===== config.mk =====
export PLATFORM = sky130hd
export DESIGN_NAME = frame_dma_ctrl_flat
export DESIGN_NICKNAME = d
export VERILOG_FILES = /design/src/rtl/frame_dma_if.sv /design/src/rtl/frame_dma_ctrl.sv /design/src/flat_wrapper.sv
export SDC_FILE = /design/constraint.sdc
export NUM_CORES = 1
export LEC_CHECK = 0
export ABC_AREA = 0
export CAP_MARGIN = 20
export CORE_UTILIZATION = 44
export DETAILED_ROUTE_END_ITERATION = 10
export GPL_TIMING_DRIVEN = 0
export PLACE_DENSITY = 0.79
export SYNTH_ARGS = -nofsm -noshare
export SYNTH_HDL_FRONTEND = slang
export SYNTH_SLANG_ARGS = --single-unit

===== constraint.sdc =====
create_clock -name clk -period 3.3 [get_ports clk]
set_input_delay 0.825 -clock clk [delete_from_list [all_inputs] [get_ports clk]]
set_output_delay 0.825 -clock clk [all_outputs]
set_load 0.01 [all_outputs]

===== src/rtl/frame_dma_if.sv =====
// frame_dma_if
//   Bundles the capture-FIFO read port and the shared-RAM write port that the
//   frame DMA controller drives.
//   master : the DMA controller (pops the FIFO, requests and writes RAM)
//   slave  : the environment (capture FIFO + RAM arbiter)
//   Signals:
//     fifo_d[31:0]  FIFO head word, valid while fifo_rdy
//     fifo_rdy      FIFO not empty
//     fifo_next     pop FIFO head
//     fifo_ovf      FIFO overflow indication
//     ram_req       request the shared RAM port
//     ram_gnt       RAM port granted
//     ram_valid     write word valid
//     ram_ready     write word accepted
//     ram_addr      RAM byte address
//     ram_wdata     RAM write data
interface frame_dma_if #(
   parameter int ADDR_W = 24
) ();
   logic [31:0]       fifo_d;
   logic              fifo_rdy;
   logic              fifo_next;
   logic              fifo_ovf;
   logic              ram_req;
   logic              ram_gnt;
   logic              ram_valid;
   logic              ram_ready;
   logic [ADDR_W-1:0] ram_addr;
   logic [31:0]       ram_wdata;

   modport master (
      input  fifo_d, fifo_rdy, fifo_ovf, ram_gnt, ram_ready,
      output fifo_next, ram_req, ram_valid, ram_addr, ram_wdata
   );

   modport slave (
      output fifo_d, fifo_rdy, fifo_ovf, ram_gnt, ram_ready,
      input  fifo_next, ram_req, ram_valid, ram_addr, ram_wdata
   );
endinterface


===== src/rtl/frame_dma_ctrl.sv =====
// frame_dma_ctrl
//   Sequences one thermal-frame capture into RAM: on start it requests a frame
//   from the capture block, drains the capture FIFO and writes each word to RAM
//   in bursts of up to BURST_LEN words per arbiter grant, reporting progress,
//   completion and errors to the CPU register file.
//   Ports:
//     clk, reset      system clock, asynchronous active-high reset
//     start, abort    1-cycle CPU command pulses
//     cfg_base        RAM byte address of word 0 (sampled at start)
//     cfg_words       32-bit words per frame (sampled at start)
//     busy            controller not idle
//     done            sticky frame-complete flag, cleared by accepted start
//     error[1:0]      sticky {short_frame|timeout, fifo_overflow}
//     words_done      words written this frame
//     frame_req       1-cycle request to the capture block
//     capture_active  capture in progress / data pending
//     bus             FIFO read + RAM write port (frame_dma_if.master)
module frame_dma_ctrl #(
   parameter int ADDR_W    = 24,
   parameter int CNT_W     = 20,
   parameter int BURST_LEN = 8,
   parameter int TIMEOUT   = 1048576
) (
   input  logic              clk,
   input  logic              reset,
   input  logic              start,
   input  logic              abort,
   input  logic [ADDR_W-1:0] cfg_base,
   input  logic [CNT_W-1:0]  cfg_words,
   output logic              busy,
   output logic              done,
   output logic [1:0]        error,
   output logic [CNT_W-1:0]  words_done,
   output logic              frame_req,
   input  logic              capture_active,
   frame_dma_if.master       bus
);

   localparam int TW = (TIMEOUT > 1) ? $clog2(TIMEOUT) : 1;
   localparam int BW = $clog2(BURST_LEN + 1);

   typedef enum logic [2:0] {
      S_IDLE,
      S_REQ,
      S_WAIT,
      S_ARB,
      S_BURST,
      S_REL,
      S_FIN
   } state_t;

   state_t            state_q, state_d;
   logic [ADDR_W-1:0] addr_q;
   logic [CNT_W-1:0]  words_q;
   logic [CNT_W-1:0]  wdone_q;
   logic [TW-1:0]     timer_q;
   logic [BW-1:0]     beat_q;
   logic              abort_q;
   logic              done_q;
   logic [1:0]        err_q;

   logic              load;
   logic              xfer;
   logic              tmr_inc;
   logic              set_err1;
   logic              set_done;
   logic              abort_arm;
   logic              fifo_next_c;
   logic              ram_req_c;
   logic              ram_valid_c;
   logic [BW-1:0]     beat_nxt;
   logic [CNT_W-1:0]  wdone_nxt;

   assign beat_nxt  = beat_q + BW'(1);
   assign wdone_nxt = wdone_q + CNT_W'(1);

   always_comb begin
      state_d     = state_q;
      frame_req   = 1'b0;
      fifo_next_c = 1'b0;
      ram_req_c   = 1'b0;
      ram_valid_c = 1'b0;
      load        = 1'b0;
      xfer        = 1'b0;
      tmr_inc     = 1'b0;
      set_err1    = 1'b0;
      set_done    = 1'b0;
      abort_arm   = 1'b0;
      case (state_q)
         S_IDLE: begin
            // abort wins over a simultaneous start
            if (start && !abort) begin
               load = 1'b1;
               if (cfg_words == '0) begin
                  state_d = S_FIN;
               end else begin
                  frame_req = 1'b1;
                  state_d   = S_REQ;
               end
            end
         end
         S_REQ: begin
            if (abort) begin
               state_d = S_IDLE;
            end else if (capture_active) begin
               state_d = S_WAIT;
            end else if (timer_q == TW'(TIMEOUT - 1)) begin
               set_err1 = 1'b1;
               state_d  = S_FIN;
            end else begin
               tmr_inc = 1'b1;
            end
         end
         S_WAIT: begin
            if (abort) begin
               state_d = S_IDLE;
            end else if (bus.fifo_rdy) begin
               state_d = S_ARB;
            end else if (!capture_active && (wdone_q < words_q)) begin
               // capture finished but the frame is short
               set_err1 = 1'b1;
               state_d  = S_FIN;
            end
         end
         S_ARB: begin
            ram_req_c = 1'b1;
            if (abort) begin
               state_d = S_IDLE;
            end else if (bus.ram_gnt) begin
               state_d = S_BURST;
            end
         end
         S_BURST: begin
            ram_req_c   = 1'b1;
            ram_valid_c = bus.fifo_rdy;
            if (bus.fifo_rdy && bus.ram_ready) begin
               xfer        = 1'b1;
               fifo_next_c = 1'b1;
               if (abort || abort_q) begin
                  state_d = S_IDLE;
               end else if ((beat_nxt == BW'(BURST_LEN)) || (wdone_nxt == words_q)) begin
                  state_d = S_REL;
               end
            end else if (!bus.fifo_rdy) begin
               state_d = (abort || abort_q) ? S_IDLE : S_REL;
            end else if (abort) begin
               // a presented word must be accepted before the abort takes effect
               abort_arm = 1'b1;
            end
         end
         S_REL: begin
            if (abort) begin
               state_d = S_IDLE;
            end else if (wdone_q == words_q) begin
               state_d = S_FIN;
            end else begin
               state_d = S_WAIT;
            end
         end
         S_FIN: begin
            set_done = 1'b1;
            state_d  = S_IDLE;
         end
         default: state_d = S_IDLE;
      endcase
   end

   always_ff @(posedge clk or posedge reset) begin
      if (reset) begin
         state_q <= S_IDLE;
         addr_q  <= '0;
         words_q <= '0;
         wdone_q <= '0;
         timer_q <= '0;
         beat_q  <= '0;
         abort_q <= 1'b0;
         done_q  <= 1'b0;
         err_q   <= '0;
      end else begin
         state_q <= state_d;
         if (load) begin
            addr_q  <= cfg_base;
            words_q <= cfg_words;
            wdone_q <= '0;
            timer_q <= '0;
            done_q  <= 1'b0;
            err_q   <= '0;
         end
         if (tmr_inc) begin
            timer_q <= timer_q + TW'(1);
         end
         if (state_q == S_ARB) begin
            beat_q <= '0;
         end
         if (xfer) begin
            wdone_q <= wdone_nxt;
            addr_q  <= addr_q + ADDR_W'(4);   // wraps modulo 2^ADDR_W
            beat_q  <= beat_nxt;
         end
         if (set_err1) begin
            err_q[1] <= 1'b1;
         end
         if ((state_q != S_IDLE) && bus.fifo_ovf) begin
            err_q[0] <= 1'b1;
         end
         if (set_done) begin
            done_q <= 1'b1;
         end
         abort_q <= (state_d == S_BURST) && (abort_q || abort_arm);
      end
   end

   assign busy          = (state_q != S_IDLE);
   assign done          = done_q;
   assign error         = err_q;
   assign words_done    = wdone_q;
   assign bus.fifo_next = fifo_next_c;
   assign bus.ram_req   = ram_req_c;
   assign bus.ram_valid = ram_valid_c;
   assign bus.ram_addr  = addr_q;
   assign bus.ram_wdata = bus.fifo_d;

endmodule

===== src/flat_wrapper.sv =====
// flat-port wrapper written by rule: the top's interface ports become plain ports
module frame_dma_ctrl_flat 
#(
   parameter int ADDR_W    = 24,
   parameter int CNT_W     = 20,
   parameter int BURST_LEN = 8,
   parameter int TIMEOUT   = 1048576
)
  (clk, reset, start, abort, cfg_base, cfg_words, busy, done, error, words_done, frame_req, capture_active, bus_fifo_d, bus_fifo_rdy, bus_fifo_ovf, bus_ram_gnt, bus_ram_ready, bus_fifo_next, bus_ram_req, bus_ram_valid, bus_ram_addr, bus_ram_wdata);
  frame_dma_if #(.ADDR_W(ADDR_W)) bus_i ();
  input  logic clk;
  input  logic reset;
  input  logic start;
  input  logic abort;
  input  logic [ADDR_W-1:0] cfg_base;
  input  logic [CNT_W-1:0] cfg_words;
  output logic busy;
  output logic done;
  output logic [1:0] error;
  output logic [CNT_W-1:0] words_done;
  output logic frame_req;
  input  logic capture_active;
  input wire logic [$bits(bus_i.fifo_d)-1:0] bus_fifo_d;
  input wire logic [$bits(bus_i.fifo_rdy)-1:0] bus_fifo_rdy;
  input wire logic [$bits(bus_i.fifo_ovf)-1:0] bus_fifo_ovf;
  input wire logic [$bits(bus_i.ram_gnt)-1:0] bus_ram_gnt;
  input wire logic [$bits(bus_i.ram_ready)-1:0] bus_ram_ready;
  output wire logic [$bits(bus_i.fifo_next)-1:0] bus_fifo_next;
  output wire logic [$bits(bus_i.ram_req)-1:0] bus_ram_req;
  output wire logic [$bits(bus_i.ram_valid)-1:0] bus_ram_valid;
  output wire logic [$bits(bus_i.ram_addr)-1:0] bus_ram_addr;
  output wire logic [$bits(bus_i.ram_wdata)-1:0] bus_ram_wdata;
  assign bus_i.fifo_d = bus_fifo_d;
  assign bus_i.fifo_rdy = bus_fifo_rdy;
  assign bus_i.fifo_ovf = bus_fifo_ovf;
  assign bus_i.ram_gnt = bus_ram_gnt;
  assign bus_i.ram_ready = bus_ram_ready;
  assign bus_fifo_next = bus_i.fifo_next;
  assign bus_ram_req = bus_i.ram_req;
  assign bus_ram_valid = bus_i.ram_valid;
  assign bus_ram_addr = bus_i.ram_addr;
  assign bus_ram_wdata = bus_i.ram_wdata;
  frame_dma_ctrl #(.ADDR_W(ADDR_W), .CNT_W(CNT_W), .BURST_LEN(BURST_LEN), .TIMEOUT(TIMEOUT)) u_core (.clk(clk), .reset(reset), .start(start), .abort(abort), .cfg_base(cfg_base), .cfg_words(cfg_words), .busy(busy), .done(done), .error(error), .words_done(words_done), .frame_req(frame_req), .capture_active(capture_active), .bus(bus_i));
endmodule

# Word-level counts from Yosys, hierarchy flattened
# Cells that the tools add are included.
classes:
  add_sub_neg: 4
  multipliers: 0
  div_mod_pow: 0
  n_lt_le_gt_ge: 1
  eq_ne: 11
  n_shift: 0
  mux: 55
  bitwise_logic: 0
  n_reduce_logical: 20
ops:
  columns: ["op", "n"]
  rows:
  - ["2-to-1 mux 20 bit", 3]
  - ["2-to-1 mux 3 bit", 17]
  - ["2-to-1 mux 24 bit", 2]
  - ["adder 20 x 1 -> 20 bit, second input constant", 2]
  - ["== test 20 bit", 2]
  - ["2-to-1 mux 1 bit", 28]
  - ["adder 24 x 3 -> 24 bit, second input constant", 1]
  - ["== test 20 bit, second input constant", 1]
  - ["logical NOT 20 bit", 1]
  - ["less-than comparator 20 bit", 1]
  - ["case mux 3 bit (6 select lines)", 1]
  - ["== test 3 bit, second input constant", 4]
  - ["nonzero test 2 bit", 6]
  - ["2-to-1 mux 4 bit", 2]
  - ["== test 3 x 2 -> 1 bit, second input constant", 2]
  - ["logical AND 1 bit", 5]
  - ["adder 4 x 1 -> 4 bit, second input constant", 1]
  - ["== test 4 bit, second input constant", 1]
  - ["== test 3 x 1 -> 1 bit, second input constant", 1]
  - ["logical NOT 3 bit", 1]
  - ["logical OR 1 bit", 3]
  - ["nonzero test 3 bit", 1]
  - ["logical NOT 1 bit", 2]
  - ["2-to-1 mux 2 bit", 1]
  - ["2 further kinds", 2]
totals:
  register_bits: 95
  latch_bits: 0
  mem_bits_rw: 0
  romBits: 0
  input_bits: 85
  elab_cells: 101
  memories: 0

# Depth between registers and ports, before layout
# Gate-level depths: netlist (run 1).
depth:
  ltp_word: 9
  depth_mapped: 9

# Worst setup path before layout (run 1)
# OpenSTA, ideal clock, no wires.
synth_timing:
  path_type: "register to register"
  start: "register u_core.wdone_q[0], in the netlist u_core.words_done[0]"
  end: "register u_core.state_q[0]"
  arrival_ns: 2.563
  setup_slack_ns: 0.645
  path_stages_with_launch: 10
  n_path_buf: 1
  synth_period_minus_slack_ns: 2.655
  cell_sequence: "dfrtp_1 > ha_1 > and4_1 > clkbuf_1 > nor3b_1 > and4_1 > xnor2_1 > nand4_1 > or4_1 > o31ai_2"
synth_between:
  elab_chain_len: 7
synth_rtl:
  columns: ["item", "line", "rtl"]
  rows:
  - ["start: declaration", "frame_dma_ctrl.sv:55", "logic [CNT_W-1:0] wdone_q;"]
  - ["start signal: assignment", "frame_dma_ctrl.sv:196", "wdone_q <= wdone_nxt;"]
  - ["adder 20 x 1 -> 20 bit", "frame_dma_ctrl.sv:75", "assign wdone_nxt = wdone_q + CNT_W'(1);"]
  - ["== test 20 bit", "frame_dma_ctrl.sv:141", "end else if ((beat_nxt == BW'(BURST_LEN)) || (wdone_nxt == words_q)) begin"]
  - ["logical OR 1 bit", "frame_dma_ctrl.sv:141", null]
  - ["2-to-1 mux 3 bit", "frame_dma_ctrl.sv:141", null]
  - ["2-to-1 mux 3 bit", "frame_dma_ctrl.sv:139", "if (abort || abort_q) begin"]
  - ["2-to-1 mux 3 bit", "frame_dma_ctrl.sv:136", "if (bus.fifo_rdy && bus.ram_ready) begin"]
  - ["case mux 3 bit (6 select lines) *", "frame_dma_ctrl.sv:89", "case (state_q)"]
  - ["via u_core.state_d[0]", "frame_dma_ctrl.sv:52", "state_t state_q, state_d;"]
  - ["end signal: assignment", "frame_dma_ctrl.sv:180", "state_q <= state_d;"]
  - ["end: declaration", "frame_dma_ctrl.sv:52", null]
# Mark *: on every way through the listed nets, which the timed path passes. The rest lies on a longest branch.
# A chain may end at the register's enable or synchronous reset.

# Worst setup path after layout (run 1)
layout_timing:
  start: "input port cfg_words[10]"
  end: "output port frame_req"
layout_between:
  elab_chain_len: 4
layout_rtl:
  columns: ["item", "line", "rtl"]
  rows:
  - ["start: declaration", "flat_wrapper.sv:16", "input logic [CNT_W-1:0] cfg_words;"]
  - ["logical NOT 20 bit", "frame_dma_ctrl.sv:94", "if (cfg_words == '0) begin"]
  - ["2-to-1 mux 1 bit", "frame_dma_ctrl.sv:94", null]
  - ["2-to-1 mux 1 bit", "frame_dma_ctrl.sv:92", "if (start && !abort) begin"]
  - ["2-to-1 mux 1 bit", "frame_dma_ctrl.sv:89", null]
  - ["end: declaration", "flat_wrapper.sv:21", "output logic frame_req;"]
# No other way between the ends.

==> out/qor.csv, run 1 <==
metric,value,unit
path_max_fanout,2,
cap_violations,0,
status,"finished, final reports clean",
switchingPower,0.00129,W
coreArea,0.0133,sq mm
wl_per_cell,16.7,microns
rsz0062_at_grt,no,
worst_pin_slew,843,ps
finClkSkew,7.47,ps
synth_top_family_by_area,simple AND/OR/NAND/NOR gates,
htreeDepth,3,
leakagePower,3.40,nW
grt_usage,25.2,%
chipWidth,119,microns
fp-row-count,42,
synth-compound-area-share,18.3,%
synthArstFlopShare,100,%
clk_pin_slew_worst_paths,60,ps
drtIter0Drc,374,
setup_viol,0,
clockRootBuffer,clkbuf_16,
drc,0,
place_area,0.00763,sq mm
insertion_delay,350,ps
chipHeight,119,microns
crit_arrival,2330,ps
dp_slack,-1070,ps
combPwrFrac,31.9,%
avgSynthCellArea,8.48,sq um
hp-start,u_core.bus.ram_addr[0],
syn_nets,817,
synth_fa_ha_area_share,5.17,%
final-max-slew-violation-count,0,
slowest_delay,430,ps
area_growth,32.9,%
vias,5884,
min_period,3160,ps
max_clock_freq,317,MHz
numCtsBuffers,9,
final_area,0.00798,sq mm
required,2470,ps
fin_ws,144,ps
portBuffers,136,
crit_chain,clkdlybuf4s50_1 -> nor4_1 -> nand3_2 -> o21ai_2 -> inv_1 -> dlygate4sd2_1,
muxShareOfSynthArea,1.19,%
drive_gt1_share,8.50,%
viasPerCell,5.69,
synth_seq_cells,95,
final-hold-violation-count,0,
antenna_left,0,
antenna_found_initial,0,
synth_edf_count,0,
switching_share,33.0,%
yosysTopAreaCellShare,39.6,%
io-pin-count,169,
hold_class,flop to flop,
overflow,0,
syn-instance-count,708,
holdBufCountCts,0,
start_kind,input port,
start_util,45.2,%
syn-cell-area,0.00601,sq mm
gp_congestion,0.944,
reg2reg_slack,240,ps
dp_hpwl,12800,microns
final_net_count,965,
hold-worst-slack,478,ps
fin_crit_sh,95.6,%
slowest_stage,clkdlybuf4s50_1,
power_density,488,mW/mm^2
final_util,60.0,%
cp-startpoint,cfg_words[10],
synth_flop_cell,dfrtp_1,
synth_most_common_cell,nand2_1,
crit_family,buffers and inverters,
cts.sinks,95,
synthTopCellsByCount,"125 x nand2_1, 95 x dfrtp_1, 79 x o21ai_0, 36 x nand3_1, 33 x inv_1",
synth_area_leader_cell,dfrtp_1,
rr_startpoint,u_core.words_done[0],
grt_max_degree,42,
synth-xor-area-share,4.67,%
routed_wirelength,17300,microns
max-vdd-ir-drop,263,uV
die-area,0.0141,sq mm
critPathKind,input port to output port,
p_clk_share,26.8,%
relSlewSlack,43.6,%
p_int,0.00261,W
synth_cell_type_count,57,
dr.pass1.iters,5,
cp_num_buf_inv,3,
worst_setup_path_end_kind,output port,
synth_area_leaders,"dfrtp_1 40%, nand2_1 7.8%, o21ai_0 6.6%, ha_1 5.0%, buf_4 4.0%",
yosysSeqAreaShare,39.6,%
yosys.area_share.simple,23.2,%
clockBufferDepth,2,
grt_pass1_vias,5542,
yosysWarnings,0,
tritoncts,yes,
tns,0,ps
sequentialPowerShare,41.3,%
grt_pass1_wl,27800,microns
antenna_cells,0,
## sequential cells by signal, indices dropped and copies added, names as in the netlist
| register | count |
|---|---|
| u_core.error | 2 |
| u_core.beat_q | 4 |
| u_core.bus.ram_addr | 24 |
| u_core.words_done | 20 |
| u_core.done | 1 |
| u_core.words_q | 20 |
| u_core.timer_q | 20 |
| u_core.state_q | 3 |
| u_core.abort_q | 1 |
## worst register-to-register path: cells and delay by family, from the launching register on
family | cells | cell delay [ps]
AOI/OAI and AO/OA | 1 | 200
xor gates and xnor gates | 1 | 190
adders and majority gates | 1 | 300
buffers and inverters | 1 | 250
DFF | 1 | 480
and+or+nand+nor | 5 | 1540
## metal layers
metal / GRT usage (%) / vias to the layer above / share of wire [%]
li1: - / 2816 / -
met1: 33.4 / 2803 / 44
met2: 40.9 / 226 / 47
met3: 3.45 / 39 / 5.8
met4: 11.3 / 0 / 2.7
met5: 0 / - / 0
## metrics by stage
step	total power (W)	cells
3_5_place_dp	0.00286	1022
2_1_floorplan	0.00226	708
6_report	0.00390	1035
3_3_place_gp	0.00282	1020
5_1_grt	0.00411	1035
4_1_cts	0.00391	1036
## cells by family (layout without fill, tap and decap cells)
group,Yosys count,count (layout)
DFF,95,95
and+or+nand+nor,284,284
adders and majority gates,25,25
AOI/OAI and AO/OA,171,171
buffers and inverters,94,245
xor gates and xnor gates,32,32
muxes,7,7
## worst paths after layout
kind,to,cells after the start
worst max-delay path,frame_req,6
worst min-delay path,u_core.bus.ram_addr[0],2
worst max register to register,u_core.state_q[0],9
worst min register to register,u_core.bus.ram_addr[0],2
max in group asynchronous,u_core.words_q[9],3
min in group asynchronous,u_core.bus.ram_addr[0],2
## cell type report
cell class,instances,area [sq um]
flip-flops and latches,95,2380
clock buffers,11,243
clock inverters,3,43.8
repair buffers,140,1410
well taps,176,220
fillers,1186,5320
multi-input cells,519,3210
inverters,33,131
plain buffers,58,343
## cell usage in the layout (no fill, tap or decap), drive strengths merged, types with 17 or more instances in the layout
cell type / netlist / routed
a21oi: 19 / 19
buf: 35 / 39
clkbuf: 26 / 34
clkdlybuf4s50: 0 / 133
dfrtp: 95 / 95
ha: 24 / 24
inv: 33 / 32
nand2: 126 / 126
nand3: 38 / 38
nand4: 23 / 23
nor2: 30 / 30
o21ai: 79 / 79
o311ai: 17 / 17
xnor2: 18 / 18
## power groups by stage
stage | combinational, W | clock (W) | sequential, W
after floorplan | 0.000640 | 0 | 0.00162
after global placement | 0.00120 | 0 | 0.00161
after detailed placement | 0.00124 | 0 | 0.00162
after CTS | 0.00125 | 0.00106 | 0.00160
after global routing | 0.00136 | 0.00110 | 0.00164
final | 0.00124 | 0.00105 | 0.00161
## timing repair
| item | 4_1_cts | 5_1_grt |
|---|---|---|
| pin swaps | 3 | 0 |
| gates resized for setup | 17 | 1 |
| gates cloned | 0 | 0 |
| endpoints found under the setup margin | 2 | 2 |
| buffers inserted | 2 | 0 |
(Power assumes the default switching activity.)
==> run 2, diff against run 1 <==
==> constraint.sdc (replaced) <==
create_clock -name clk -period 3.3 [get_ports clk]
set_input_delay 0.66 -clock clk [delete_from_list [all_inputs] [get_ports clk]]
set_output_delay 0.66 -clock clk [all_outputs]
set_load 0.01 [all_outputs]
==> run 2 against run 1 <==
Compared with the run above: critical path depth decreased by 1; hold slack got worse by 0.82 ps; clock skew increased by 3.0 ps; final cell count unchanged; count of clock-buffer cells in the layout decreased by 2; setup slack got worse by 41 ps; largest power group unchanged; final area decreased by 0.36%.
==> out/qor.csv, run 2 (synthesis results as in run 1) <==
metric,value,unit,change
clockRootBuffer,clkbuf_16,,
numCtsBuffers,9,,unchanged
htreeDepth,3,,unchanged
grt_max_degree,60,,+43%
final_common_cell,clkdlybuf4s50_1,,
vias,5923,,+0.66%
grt_pass1_wl,28500,microns,+2.7%
min_period,3200,ps,+41.3 ps
clk_pin_slew_worst_paths,70,ps,about the same
max_clock_freq,313,MHz,-1.3%
min_path_cells,2,,unchanged
reg2reg_slack,200,ps,-40 ps
fin_ws,103,ps,-41.3 ps
setup_viol,0,,unchanged
fin_crit_sh,96.9,%,+1.3 points
worst_setup_path_end_kind,output port,,
overflow,0,,unchanged
finClkSkew,10.5,ps,+3.05 ps
crit_arrival,2540,ps,+210 ps
worst_pin_slew,865,ps,+21.5 ps
cap_violations,0,,unchanged
leakagePower,3.40,nW,-0.13%
final-max-slew-violation-count,0,,unchanged
grt_pass1_vias,5704,,+2.9%
area_growth,32.4,%,
largest_register_ffs,24,,unchanged
fp-row-count,42,,unchanged
rsz0062_at_grt,no,,
cp_num_buf_inv,4,,+1
final_cell_mix,"136 x clkdlybuf4s50_1, 125 x nand2_1, 94 x dfrtp_1",,
n_fill_cell,1186,,unchanged
viasPerCell,5.72,,+0.66%
insertion_delay,360,ps,about the same
chipHeight,119,microns,unchanged
antenna_left,0,,unchanged
routed_wirelength,17600,microns,+1.7%
coreArea,0.0133,sq mm,unchanged
dp_hpwl,13000,microns,+1.2%
final_net_count,963,,-0.21%
r2r_cells,9,,unchanged
critPathMostFrequentCell,clkdlybuf4s50_1,,
tritoncts,yes,,
required,2640,ps,+170 ps
slowest_delay,600,ps,+170 ps
crit_family,buffers and inverters,,
r2r-end,u_core.state_q[0],,
antenna_found_initial,0,,unchanged
io-pin-count,169,,unchanged
path_max_fanout,10,,+8
hold_class,flop to flop,,
hp-start,u_core.bus.ram_addr[1],,
dp_slack,-714,ps,+353 ps
clockBufferDepth,2,,unchanged
status,"finished, final reports clean",,
rr_startpoint,u_core.words_done[0],,
drtIter0Drc,472,,+26%
portBuffers,136,,unchanged
final-hold-violation-count,0,,unchanged
relSlewSlack,42.1,%,-1.4 points
die-area,0.0141,sq mm,unchanged
crit_chain,clkdlybuf4s50_1 -> nand3_2 -> clkinvlp_4 -> buf_2 -> clkdlybuf4s50_1,,
grt_usage,25.8,%,+0.61 points
gp_congestion,0.940,,-0.38%
slowest_stage,clkdlybuf4s50_1,,
drc,0,,unchanged
hold_end,u_core.bus.ram_addr[1],,
chipWidth,119,microns,unchanged
dr.pass1.iters,5,,unchanged
power_density,498,mW/mm^2,+2.0%
critPathKind,input port to output port,,
start_kind,input port,,
max-vdd-ir-drop,271,uV,+3.2%
antenna_cells,0,,unchanged
cts.sinks,95,,unchanged
drive_gt1_share,8.38,%,-0.12 points
hold-worst-slack,477,ps,-0.816 ps
wl_per_cell,17.0,microns,+1.7%
start_util,45.2,%,unchanged
## run 2: cell types whose count changed in the layout (fill, tap and decap cells not counted), moves of 2 or more
| cell | before | now |
|---|---|---|
| buf_12 | 2 | 0 |
| buf_4 | 35 | 33 |
| clkdlybuf4s50_1 | 133 | 136 |
| dlygate4sd2_1 | 3 | 0 |
| inv_6 | 1 | 4 |
## run 2: worst register-to-register path: cells and delay by family (launching register included)
kind,cells,cell delay (ps)
AOI/OAI and AO/OA,1,220
buffers and inverters,1,250
xor gates and xnor gates,1,200
adders and majority gates,1,300
DFF,1,480
and+or+nand+nor,5,1560
## run 2: worst max path at each step
stage | start | endpoint | cells past startpoint
after floorplan | reset | u_core.abort_q | 1
after global placement | reset | u_core.bus.ram_addr[10] | 2
after detailed placement | bus_fifo_rdy | bus_fifo_next | 6
after CTS | bus_fifo_rdy | bus_fifo_next | 5
after global routing | cfg_words[6] | frame_req | 6
final | bus_fifo_rdy | bus_fifo_next | 5
## run 2: report_power, final
part | internal, W | switching (W) | total, W
registers | 0.00138 | 0.000233 | 0.00161
logic | 0.000626 | 0.000617 | 0.00124
clock network | 0.000605 | 0.000501 | 0.00111
## run 2: cell type report
type / instances / area (sq um) / area share (%)
Buffer: 58 / 340 / 4.28
Clock inverter: 7 / 85.1 / 1.07
Inverter: 33 / 130 / 1.64
Clock buffer: 9 / 225 / 2.83
Sequential cell: 95 / 2380 / 29.9
Timing Repair Buffer: 138 / 1400 / 17.6
Tap cell: 176 / 220 / 2.77
Multi-Input combinational cell: 519 / 3180 / 39.9
## run 2: routing by layer
metal / vias up / part of all wire [%] / GRT usage, %
li1: 2812 / - / -
met1: 2829 / 43 / 34.4
met2: 245 / 47 / 41.3
met3: 37 / 6.3 / 3.83
met4: 0 / 3.0 / 12.0
met5: - / 0 / 0
## run 2: what timing repair did
action,4_1_cts,5_1_grt
resized for setup,4,5
setup endpoints to repair,2,3
hold buffers,0,0
pin swaps,0,0
buffers inserted,1,0
## run 2: metrics by stage
stage | cells | power (W) | cell area, sq um | setup TNS (ps) | util [%]
floorplan | 708 | 0.00226 | 6010 | 0 | -
global placement | 1020 | 0.00282 | 7590 | -135480 | 57.1
detailed placement | 1021 | 0.00285 | 7620 | -836 | 57.3
CTS | 1035 | 0.00397 | 7940 | 0 | 59.7
global route | 1035 | 0.00418 | 7950 | 0 | 59.8
finish | 1035 | 0.00396 | 7950 | 0 | 59.8
